File: src/rtl/dmem_lsu.sv
// Byte-addressed B/H/W load/store initiator for a comb-read, sync-write word dmem.
// Latency: loads, word stores and errors respond 1 cycle after accept; sub-word stores 2 cycles.
// Backpressure: one request in flight; req_ready low in RMW/RESP until the response handshakes.
// Optional build macro LSU_MISALIGN_TRAP_EN: misaligned half/word requests return an error.
module dmem_lsu #(
    parameter int DATA_LENGTH = 32,
    parameter int ADDR_LENGTH = 10
) (
    input  logic                   clk,
    input  logic                   reset_n,
    input  logic                   req_valid,
    output logic                   req_ready,
    input  logic                   req_we,
    input  logic [1:0]             req_size,
    input  logic                   req_unsigned,
    input  logic [ADDR_LENGTH+1:0] req_addr,
    input  logic [DATA_LENGTH-1:0] req_wdata,
    output logic                   resp_valid,
    input  logic                   resp_ready,
    output logic [DATA_LENGTH-1:0] resp_rdata,
    output logic                   resp_err,
    output logic                   mem_we,
    output logic [ADDR_LENGTH-1:0] mem_addr,
    output logic [DATA_LENGTH-1:0] mem_wdata,
    input  logic [DATA_LENGTH-1:0] mem_rdata
);

    typedef enum logic [1:0] {
        IDLE = 2'd0,
        RMW  = 2'd1,
        RESP = 2'd2
    } state_t;

    state_t                 state;
    logic [ADDR_LENGTH-1:0] addr_q;
    logic [DATA_LENGTH-1:0] merged_q;

    logic                   accept;
    logic [ADDR_LENGTH-1:0] word;
    logic [1:0]             off;
    logic                   size_illegal;
    logic                   misaligned;
    logic                   req_err;
    logic [7:0]             byte_sel;
    logic [15:0]            half_sel;
    logic [DATA_LENGTH-1:0] load_data;
    logic [DATA_LENGTH-1:0] merged;

    assign req_ready    = (state == IDLE);
    assign accept       = req_valid & req_ready;
    assign word         = req_addr[ADDR_LENGTH+1:2];
    assign off          = req_addr[1:0];
    assign size_illegal = (req_size == 2'b11);
    assign misaligned   = ((req_size == 2'b01) & off[0]) |
                          ((req_size == 2'b10) & (off != 2'b00));

`ifdef LSU_MISALIGN_TRAP_EN
    assign req_err = size_illegal | misaligned;
`else
    // Misaligned halves/words are silently aligned: lane selection below already
    // ignores off[0] for halves and the whole offset for words.
    assign req_err = size_illegal | (misaligned & 1'b0);
`endif

    // Lane extraction and sign/zero extension for loads.
    always_comb begin
        byte_sel  = mem_rdata[{off, 3'b000} +: 8];
        half_sel  = mem_rdata[{off[1], 4'b0000} +: 16];
        load_data = mem_rdata;
        case (req_size)
            2'b00:   load_data = {{(DATA_LENGTH-8){~req_unsigned & byte_sel[7]}}, byte_sel};
            2'b01:   load_data = {{(DATA_LENGTH-16){~req_unsigned & half_sel[15]}}, half_sel};
            default: load_data = mem_rdata;
        endcase
    end

    // Insert the store lane into the current word for the read-modify-write.
    always_comb begin
        merged = mem_rdata;
        if (req_size == 2'b00) begin
            merged[{off, 3'b000} +: 8] = req_wdata[7:0];
        end else begin
            merged[{off[1], 4'b0000} +: 16] = req_wdata[15:0];
        end
    end

    // dmem drive: IDLE presents the incoming request, RMW writes back the merged word.
    always_comb begin
        mem_we    = reset_n & (((state == IDLE) & accept & req_we & (req_size == 2'b10) & ~req_err)
                               | (state == RMW));
        mem_addr  = (state == IDLE) ? word : addr_q;
        mem_wdata = (state == IDLE) ? req_wdata : merged_q;
    end

    // Request/response FSM with registered response outputs.
    always_ff @(posedge clk) begin
        if (!reset_n) begin
            state      <= IDLE;
            addr_q     <= '0;
            merged_q   <= '0;
            resp_valid <= 1'b0;
            resp_rdata <= '0;
            resp_err   <= 1'b0;
        end else begin
            case (state)
                IDLE: begin
                    if (accept) begin
                        addr_q <= word;
                        if (req_err) begin
                            state      <= RESP;
                            resp_valid <= 1'b1;
                            resp_rdata <= '0;
                            resp_err   <= 1'b1;
                        end else if (!req_we) begin
                            state      <= RESP;
                            resp_valid <= 1'b1;
                            resp_rdata <= load_data;
                            resp_err   <= 1'b0;
                        end else if (req_size == 2'b10) begin
                            state      <= RESP;
                            resp_valid <= 1'b1;
                            resp_rdata <= '0;
                            resp_err   <= 1'b0;
                        end else begin
                            state    <= RMW;
                            merged_q <= merged;
                        end
                    end
                end
                RMW: begin
                    state      <= RESP;
                    resp_valid <= 1'b1;
                    resp_rdata <= '0;
                    resp_err   <= 1'b0;
                end
                RESP: begin
                    if (resp_ready) begin
                        state      <= IDLE;
                        resp_valid <= 1'b0;
                    end
                end
                default: state <= IDLE;
            endcase
        end
    end

endmodule

File: config.mk
export PLATFORM = sky130hd
export DESIGN_NAME = dmem_lsu
export DESIGN_NICKNAME = d
export VERILOG_FILES = /design/src/rtl/dmem_lsu.sv
export SDC_FILE = /design/constraint.sdc
export NUM_CORES = 1
export LEC_CHECK = 0
export ABC_AREA = 1
export CAP_MARGIN = 20
export CELL_PAD_IN_SITES_DETAIL_PLACEMENT = 0
export CELL_PAD_IN_SITES_GLOBAL_PLACEMENT = 2
export CORE_ASPECT_RATIO = 1.5
export CORE_MARGIN = 10
export CORE_UTILIZATION = 25
export CTS_CLUSTER_DIAMETER = 40
export CTS_CLUSTER_SIZE = 20
export DETAILED_ROUTE_END_ITERATION = 8
export GPL_TIMING_DRIVEN = 1
export PLACE_DENSITY = 0.88
export SYNTH_ARGS = -nofsm -noshare
export SYNTH_HDL_FRONTEND = slang
export SYNTH_SLANG_ARGS = --single-unit
File: constraint.sdc
create_clock -name clk -period 3.01 [get_ports clk]
set_input_delay 0.301 -clock clk [delete_from_list [all_inputs] [get_ports clk]]
set_output_delay 0.301 -clock clk [all_outputs]
set_load 0.02 [all_outputs]
**Yosys cells after proc, flatten, opt, wreduce, memory -nomap -nowiden**

Cells that the tools add are included.
Widths: inputs -> output; s select.

- Register bits: 78
- Input bits: 84

- Add/sub/neg operators: 2
- Eq/ne operators: 8
- Shift operators: 6
- Muxes and demuxes: 28
- Bitwise logic cells: 12
- Reductions and logical operators: 9

Operator list:

| cell | count |
|---|---|
| $mux 32 | 6 |
| $pmux 32 s2 | 2 |
| $bwmux 32 | 2 |
| $shift 16x7->32 const A | 1 |
| $shift 8x7->32 const A | 1 |
| $shiftx 16x7->32 | 1 |
| $shiftx 32x6->16 | 1 |
| $shiftx 32x6->8 | 1 |
| $shiftx 8x7->32 | 1 |
| $neg 5->7 | 2 |
| $mux 10 | 1 |
| $mux 2 | 5 |
| $mux 1 | 9 |
| $and 1x1->1 | 8 |
| $eq 2x2->1 const B | 3 |
| $pmux 2 s3 | 1 |
| $reduce_and 5->1 | 1 |
| $eq 2x1->1 const B | 2 |
| $logic_not 2->1 | 2 |
| $ne 4x2->1 const B | 1 |
| $reduce_and 2->1 | 2 |
| $reduce_and 4->1 | 1 |
| $not 1->1 | 3 |
| $pmux 1 s3 | 1 |
| 7 further kinds | 7 |

**Longest topological paths before layout**

Gate-level depths: netlist of the first run.

- Depth in word-level cells: 8
- Mapped depth: 9
- Mapped depth without buffers: 8

**Least setup slack after synthesis of the first run**

No wires, ideal clock.

- Kind: reg2out
- Start: register state[0]
- End: output mem_wdata[23]
- Arrival time: 1.274 ns
- Required time: 2.709 ns
- Path slack: 1.435 ns
- Cell stages (with the launch flop): 4
- Path buffers: 1
- Cell sequence: dfxtp_1 -> nor2_4 -> clkbuf_1 -> o21ai_0

- Longest elaborated chain between the ends: 2

RTL lines:

| item | RTL line | source |
|---|---|---|
| from (decl) | 34 | `state_t state;` |
| from (signal assigned) | 98 | `state <= IDLE;` |
| from (signal assigned) | 110 | `state <= RESP;` |
| from (signal assigned) | 115 | `state <= RESP;` |
| $logic_not 2->1 | - |  |
| net req_ready | 12 | `output logic req_ready,` |
| $mux 32 | 92 | `mem_wdata = (state == IDLE) ? req_wdata : merged_q;` |
| to (decl) | 24 | `output logic [DATA_LENGTH-1:0] mem_wdata,` |

The timed path passes the listed nets, and every way through them passes these cells.

**Worst setup path in the final report of the first run**

- Start: register state[0]
- End: output mem_we

- Longest elaborated chain between the ends: 8

RTL lines:

| item | RTL line | source |
|---|---|---|
| $logic_not 2->1 | 49, 89 |  |
| $and 1x1->1 | 50 | `assign accept = req_valid & req_ready;` |
| $and 1x1->1 (4 in series) | 89 | `mem_we = reset_n & (((state == IDLE) & accept & req_we & (req_size == 2'b10) & ~req_err)` |
| $or 1x1->1 (*) | 90 | `\| (state == RMW));` |
| $and 1x1->1 (*) | 89 |  |
| to (decl) | 22 | `output logic mem_we,` |

Mark *: on every way between the ends. The rest lies on a longest branch, timed or not.

==> results of run 1 <==
-- critical path, cell delays in order (launching register included) --
cell             delay (ns)
dfxtp_1                0.35
inv_1                  0.08
nand2_1                0.36
nor2_2                 0.32
nand4_1                0.11
a21oi_1                0.18
clkdlybuf4s50_1        0.65
-- path summary, 6_finish.rpt --
path	startpoint	end	slack, ns
worst min-delay path	addr_q[8]	addr_q[8]	0.45
worst max-delay path	state[0]	mem_we	0.32
worst min register to register	addr_q[8]	addr_q[8]	0.45
worst max register to register	state[0]	resp_rdata[31]	0.64
-- cell type report --
cell class / count / area (um2)
fill: 2073 / 12100
multi-input combinational: 537 / 2680
timing repair buffer: 174 / 1720
sequential: 78 / 1560
inverter: 86 / 323
tap: 256 / 320
clock buffer: 12 / 256
clock inverter: 4 / 31.3
-- report_power, final --
group / internal, mW / switching (mW)
clock network: 0.606 / 0.459
registers: 1.09 / 0.0240
logic: 0.376 / 0.511
total: 2.07 / 0.994
-- cells in the final DEF (no fill, tap or decap), drive strengths merged --
cell,netlist,final
clkinv,1,2
or2,14,14
o211ai,6,6
nand2,176,176
o22ai,24,24
ha,5,5
nor2,17,17
a21oi,95,95
inv,85,85
clkdlybuf4s50,0,161
nand3,46,46
dfxtp,78,78
clkbuf,24,12
nand4,4,4
o31ai,1,1
a22oi,17,17
buf,25,13
clkinvlp,0,3
o21ai,128,128
nor3,4,4
-- sequential cells by signal, summed over array words and instances (netlist names) --
register,cells
resp_err,1
addr_q,10
resp_valid,1
resp_rdata,32
merged_q,32
state,2
-- layer usage --
metal | vias to the layer above | GRT usage (%) | share of wire, %
li1 | 2788 | - | -
met1 | 2431 | 16.7 | 40
met2 | 152 | 28.0 | 52
met3 | 30 | 3.64 | 5.2
met4 | 0 | 6.05 | 3.1
met5 | - | 0 | 0
-- logic make-up (layout without fill, tap and decap cells) --
family	after synthesis	after routing	share of synthesized area [%]
adders and majority gates	5	5	1.30
and+or+nand+nor	261	261	24.3
buffers and inverters	135	276	11.8
AOI/OAI and AO/OA	271	271	30.2
DFF	78	78	32.5
-- cells in the mapped netlist, types with 3 or more instances --
master | n | area [um2]
o21ai_1 | 10 | 50.1
a22oi_1 | 17 | 128
nor2_4 | 4 | 45.0
o22ai_1 | 24 | 150
nor2_1 | 11 | 41.3
o21ai_0 | 118 | 591
nand2_2 | 3 | 18.8
nand3_2 | 3 | 30.0
dfxtp_1 | 78 | 1560
nand3_1 | 43 | 215
buf_4 | 7 | 52.6
o211ai_1 | 6 | 45.0
inv_2 | 7 | 26.3
ha_1 | 5 | 62.6
nand2_1 | 173 | 649
clkbuf_1 | 24 | 90.1
or2_2 | 14 | 87.6
a21oi_1 | 94 | 470
nor3_1 | 4 | 20.0
buf_2 | 14 | 70.1
inv_1 | 78 | 293
==> results.md, run 1 <==
* Detailed Place HPWL at ~16,000 um
* Yosys warnings at 0
* Final #Nets at 975
* Crit share post-route at 89.4%
* Global placement routability congestion at 0.854
* Worst hold slack at 0.446 ns
* Grt total ovfl at 0
* Fin Clk Skew at 0.00728 ns
* Max Cap Viol at 0
* Critical Path RT at 2.71 ns
* Placement row count at between 60 and 70
* TritonCTS Sinks at 78
* Cells after DPL at 1,131
* Sequential share of the synthesized area at between 30% and 40%
* Top Ports at 162
* CTS-repair resized insts at 0
* Yosys cell types at 30
* Worst vdd ir at 0.000275 V
* Hold path depth at 2
* Post-Syn Area at 4810 um2
* Final worst slack at 0.318 ns
* Final wirelength at 19,800 um
* Fin crit period at 2.69 ns
* Initial core utilization at 25.3%
* Cell area after layout at between 6000 and 7000 um2
* Cells on worst reg2reg path at 8
* Area after DPL at 6610 um2
* Power Total at 3.06 mW
* I/O Buffers at 161
* Seq cells post-synth at 78
* Diode count at 0
* Chip Height at 190 um
* CTS Root Cell: clkbuf_16
* Drt wl/cell at 17.3 um
* GRT Total Usage at 15.3%
* Slew headroom at 56.7%
* Area Growth Syn to Fin at 43.4%
* Num CTS Buffers at 9
* Utilization after layout at 36.3%
* CTS tree: yes
* Post-synthesis net count at 839
* DRT iter0 DRCs at 372
* Async SR Flop Fraction at 0%
* Layout cell share with drive strength beyond 1 at 7.18%
* Max Slew Vio Count at 0
* DR DRC count at 0
* Setup tns final at 0 ns
* Crit end category: output pin
* Vias at approximately 5,400
* Fmax at 372 MHz
* CP Max Fanout at 17
* Setup Fix Bufs, Post-CTS at 0
* Final Hold Fails at 0
* Skew-Pair Late Insertion Delay at between 0.3 and 0.4 ns
* Crit path DAT at 2.39 ns
* Nature of the critical path startpoint: register
* Area of the die at 25,300 um2
* Power Density at roughly 440 nW/um2
* Fin cells at between 1,000 and 1,500
* Initial antenna violation count at 0
* Number of global-route vias before repair at roughly 5,500
* H-tree levels at 3
* Post-synth EDFFs at 0
* First-pass DRT Iterations at 4
* Synth Instances at 750
* Syn_area_per_cell at about 6.4 um2
* Top_reg_cell synth: dfxtp_1
* RSZ-0062 raised after global routing: no
* Status: complete, no violations
* Measured slew at the worst slew-check pin at around 0.65 ns
* Place WS at ~0.56 ns
* Vias per std cell at about 4.7
* Largest net degree at the start of global routing at 46
* Die width at 133 um
* CORE AREA at 19,000 um2
* CTS clk-pin slew, worst paths at 0.06 ns
* CTS Buffer Depth at 2
* Crit Path Class: reg -> out
* First-pass GRT wire length at about 31,000 um
* Hold-fix buffers at CTS at 0
* Pleak at 2.75 nW
* Final setup viols at 0
* Hold Crit Class: reg -> reg
* Number of routed nets with antenna violations at 0
Power figures use the tool's default switching activity.
==> inputs of run 2 (changes only) <==
==> constraint.sdc (replaced) <==
create_clock -name clk -period 3.01 [get_ports clk]
set_input_delay 0.4515 -clock clk [delete_from_list [all_inputs] [get_ports clk]]
set_output_delay 0.4515 -clock clk [all_outputs]
set_load 0.02 [all_outputs]
==> results.md, run 2 (same netlist as run 1, synthesis figures left out) <==
* CP max stage delay at 0.67 ns
* Crit end category: output pin
* Hold Crit Class: reg -> reg
* Worst vdd ir at 0.000246 V
* Setup tns final at 0 ns
* Fmax at 379 MHz
* Area after DPL at 6610 um2
* Area of the die at between 20,000 and 30,000 um2
* Worst hold slack at roughly 0.44 ns
* CP Max Fanout at 40
* Diode count at 0
* Critical path's slowest cell: clkdlybuf4s50_1
* First-pass DRT Iterations at 6
* Crit Path Class: reg -> out
* Status: complete, no violations
* DRT iter0 DRCs at 320
* GRT Total Usage at 15.5%
* Number of routed nets with antenna violations at 0
* Placement row count at 62
* Global placement routability congestion at 0.845
* Skew-Pair Late Insertion Delay at 0.35 ns
* H-tree levels at 3
* CORE AREA at around 19,000 um2
* Commonest non-fill, non-tap cells in the layout: 173 x nand2_1, 161 x clkdlybuf4s50_1, 118 x o21ai_0
* Biggest regs: merged_q (32), resp_rdata (32), addr_q (10)
* Critical Path RT at 2.56 ns
* Most common cell after layout, fill and taps aside: nand2_1
* Grt total ovfl at 0
* Cells after DPL at 1,133
* RSZ-0062 raised after global routing: no
* First-pass GRT wire length at 31,100 um
* CTS-repair resized insts at 0
* CTS tree: yes
* CP most frequent cell: nand2_1
* Fin Clk Skew at 0.0122 ns
* Nature of the critical path startpoint: register
* Number of global-route vias before repair at 5,602
* Initial antenna violation count at 0
* TritonCTS Sinks at 78
* CTS Root Cell: clkbuf_16
* Final worst slack at 0.370 ns
* Detailed Place HPWL at 15,600 um
* Fin crit period at 2.64 ns
* Fill cells at between 2,000 and 2,500
* Area Growth Syn to Fin at 43.3%
* CTS clk-pin slew, worst paths at approximately 0.06 ns
* Initial core utilization at 25.3%
* Power Density at about 440 nW/um2
* DR DRC count at 0
* Layout cell share with drive strength beyond 1 at 7.39%
* DRT met1 WL at 8090 um
* I/O Buffers at 161
* Max Cap Viol at 0
* Hold-fix buffers at CTS at 0
* Place WS at 0.399 ns
* Crit share post-route at 87.7%
* WL met3 at 973 um
* Cell area after layout at 6890 um2
* Final #Nets at 977
* Crit path DAT at 2.19 ns
* Final Hold Fails at 0
* Drt wl/cell at 17.6 um
* CTS Buffer Depth at 2
* Num CTS Buffers at 9
* Chip Height at roughly 190 um
* Slew headroom at between 50% and 60%
* Largest net degree at the start of global routing at 50
* Measured slew at the worst slew-check pin at 0.669 ns
* Setup Fix Bufs, Post-CTS at 0
* Die width at 133 um
* Fin cells at roughly 1,100
* Vias per std cell at between 4 and 5
* Max Slew Vio Count at 0
* Final setup viols at 0
* Vias at 5,414
* Power Total at 3.03 mW
* DR top layer: met4
* Utilization after layout at 36.2%
* Top Ports at 162
* Pleak at 2.75 nW
* Cell Chain, Critical Path: inv_1, nand2_1, buf_4, nand2_1, o21ai_0, clkdlybuf4s50_1
* Final wirelength at 20,200 um
* Routed wire length on met2 at about 11,000 um
[run 2: cell count changes in the layout (fill, tap and decap cells not counted), sizes merged]
cell / previous run / this run
buf: 13 / 15
clkbuf: 12 / 11
clkinvlp: 3 / 4
[run 2: final timing paths]
path	startpoint	end	slack [ns]	cells after the start
max reg2reg	state[0]	resp_rdata[21]	1.07	8
min reg2reg	addr_q[8]	addr_q[8]	0.44	2
min	addr_q[8]	addr_q[8]	0.44	2
max	state[0]	mem_wdata[0]	0.37	6
[run 2: worst max-delay path, delay by kind of cell, from the launching register on]
family	cells	cell delay, ns
flip-flops	1	0.41
buffers and inverters	3	1.11
AND/OR/NAND/NOR	2	0.19
AO/OA/AOI/OAI	1	0.14
[run 2: power by group]
part / switching, mW / internal [mW] / total [mW]
clock network: 0.451 / 0.580 / 1.03
logic: 0.514 / 0.373 / 0.888
registers: 0.0232 / 1.09 / 1.11
[run 2: layout make-up]
type                    count  area [um2]  share of cell area [%]
flip-flops and latches     78        1560                    22.7
clock buffers              11         243                    3.53
clock inverters             5        35.0                   0.509
repair buffers            176        1720                    25.0
well taps                 256         320                    4.65
multi-input cells         537        2680                    38.9
inverters                  86         323                    4.69
[run 2: layer usage]
layer / global-route usage [%] / vias up
met5: 0 / -
met4: 5.21 / 0
met3: 3.56 / 22
met2: 28.6 / 120
met1: 17.1 / 2479
li1: - / 2793
==> inputs of run 3 (changes only) <==
clock period = 3.25 ns   (was 3.01 ns; I/O delays follow)
==> results.md, run 3 (same netlist as run 1, synthesis figures left out) <==
* Status: complete, no violations
* GRT Total Usage at 15.3%
* CTS-repair resized insts at 0
* Grt total ovfl at 0
* Global placement routability congestion at ~0.86
* Die width at 133 um
* Sequential power share at 35.6%
* RSZ-0062 raised after global routing: no
* Final setup viols at 0
* M3 GR Usage at 3.48%
* Area of the die at between 20,000 and 30,000 um2
* Net Sw Frac at 31.9%
* CTS clk-pin slew, worst paths at ~0.07 ns
* Biggest regs: merged_q (32), resp_rdata (32), addr_q (10)
* Place WS at about 0.67 ns
* Final worst slack at around 0.43 ns
* I/O Buffers at around 160
* Area after DPL at 6600 um2
* Number of routed nets with antenna violations at 0
* Clock network power share at 36.1%
* Cells after DPL at 1,132
* Setup Fix Bufs, Post-CTS at 0
* Cell Chain, Critical Path: inv_1, nand2_1, buf_4, nand2_1, o21ai_0, clkdlybuf4s50_1
* DR DRC count at 0
* Max Slew Vio Count at 0
* Setup tns final at 0 ns
* Vias at around 5,400
* Grt met1 use at approximately 17%
* Reg-to-reg setup timing slack at 1.00 ns
* Crit Path Class: reg -> out
* Largest net degree at the start of global routing at 50
* Critical Path RT at 2.76 ns
* Fill cells at 2,098
* Layout cell share with drive strength beyond 1 at 7.29%
* Nature of the critical path startpoint: register
* Placement row count at 62
* Number of global-route vias before repair at 5,359
* Final Hold Fails at 0
* Utilization after layout at a little over a third
* TritonCTS Sinks at 78
* Hold-fix buffers at CTS at 0
* Commonest non-fill, non-tap cells in the layout: 173 x nand2_1, 161 x clkdlybuf4s50_1, 118 x o21ai_0
* Hold Crit Class: reg -> reg
* Final wirelength at 20,000 um
* Power Density at 419 nW/um2
* First-pass GRT wire length at 30,500 um
* Fin Clk Skew at 0.0102 ns
* Initial antenna violation count at 0
* CP Max Fanout at 14
* CTS tree: yes
* Crit path DAT at 2.34 ns
* Cell area after layout at 6900 um2
* CTS Buffer Depth at 2
* Fmax at 354 MHz
* Skew-Pair Late Insertion Delay at 0.34 ns
* Slew headroom at 57.7%
* Cell internal pwr at 1.97 mW
* Drt wl/cell at ~17 um
* Chip Height at 190 um
* Logic gate share of total power at 28.3%
* Crit share post-route at 86.9%
* Fin cells at 1,148
* CORE AREA at 19,000 um2
* CP most frequent cell: nand2_1
* Pleak at between 2 and 3 nW
* Power Total at 2.89 mW
* Area Growth Syn to Fin at 43.6%
* First-pass DRT Iterations at 4
* Worst hold slack at 0.446 ns
* GRT Max-Usage Layer: met2
* Vias per std cell at 4.73
* Crit end category: output pin
* DRT iter0 DRCs at approximately 310
* H-tree levels at 3
* Measured slew at the worst slew-check pin at 0.632 ns
* Final #Nets at 976
* Detailed Place HPWL at 15,700 um
* Diode count at 0
* Top Ports at 162
* Sw Pwr at between 0.9 and 1 mW
* Fin crit period at between 2 and 3 ns
* Num CTS Buffers at 9
* Critical path's slowest cell: clkdlybuf4s50_1
* CP max stage delay at 0.67 ns
* GRT met2 Usage at 28.4%
* CTS Root Cell: clkbuf_16
* Initial core utilization at between 20% and 30%
* Max Cap Viol at 0
* Worst vdd ir at 0.000197 V
* Most common cell after layout, fill and taps aside: nand2_1
==> run 3: cell types whose count changed in the layout (fill, tap and decap cells not counted) <==
cell,change
buf_4,-1
clkinv_4,+1
bufinv_16,+1
clkinvlp_4,-2
==> run 3: area by class of cell <==
class | count | area [um2] | share of cell area, %
flip-flops and latches | 78 | 1560 | 22.6
inverters | 86 | 323 | 4.68
repair buffers | 175 | 1720 | 24.9
clock buffers | 11 | 243 | 3.52
well taps | 256 | 320 | 4.64
clock inverters | 5 | 58.8 | 0.852
multi-input cells | 537 | 2680 | 38.8
==> run 3: per-layer routing <==
metal / wire, um / vias up
li1: - / 2798
met2: 10700 / 127
met3: 1020 / 19
met4: 307 / 0
met1: 7980 / 2491
met5: 0 / -
==> run 3: final timing paths <==
kind                            depth (start not counted)              to  startpoint
worst min register to register                          2       addr_q[7]   addr_q[7]
worst min-delay path                                    2       addr_q[7]   addr_q[7]
worst max-delay path                                    6    mem_wdata[6]    state[0]
worst max register to register                          8  resp_rdata[20]    state[0]
==> run 3: power groups by stage <==
| stage | clock, mW | sequential (mW) | combinational, mW |
|---|---|---|---|
| 4_1_cts | 1.07 | 1.03 | 0.829 |
| 2_1_floorplan | 0 | 1.07 | 0.432 |
| 5_1_grt | 1.10 | 1.03 | 0.900 |
| 3_3_place_gp | 0 | 1.05 | 0.826 |
| 6_report | 1.04 | 1.03 | 0.817 |
| 3_5_place_dp | 0 | 1.05 | 0.826 |
==> run 3: worst max-delay path: cells and delay by family (launching register included) <==
kind	cells	cell delay (ns)
AOI/OAI and AO/OA	1	0.12
buffers and inverters	3	1.04
DFF	1	0.42
and+or+nand+nor	2	0.42
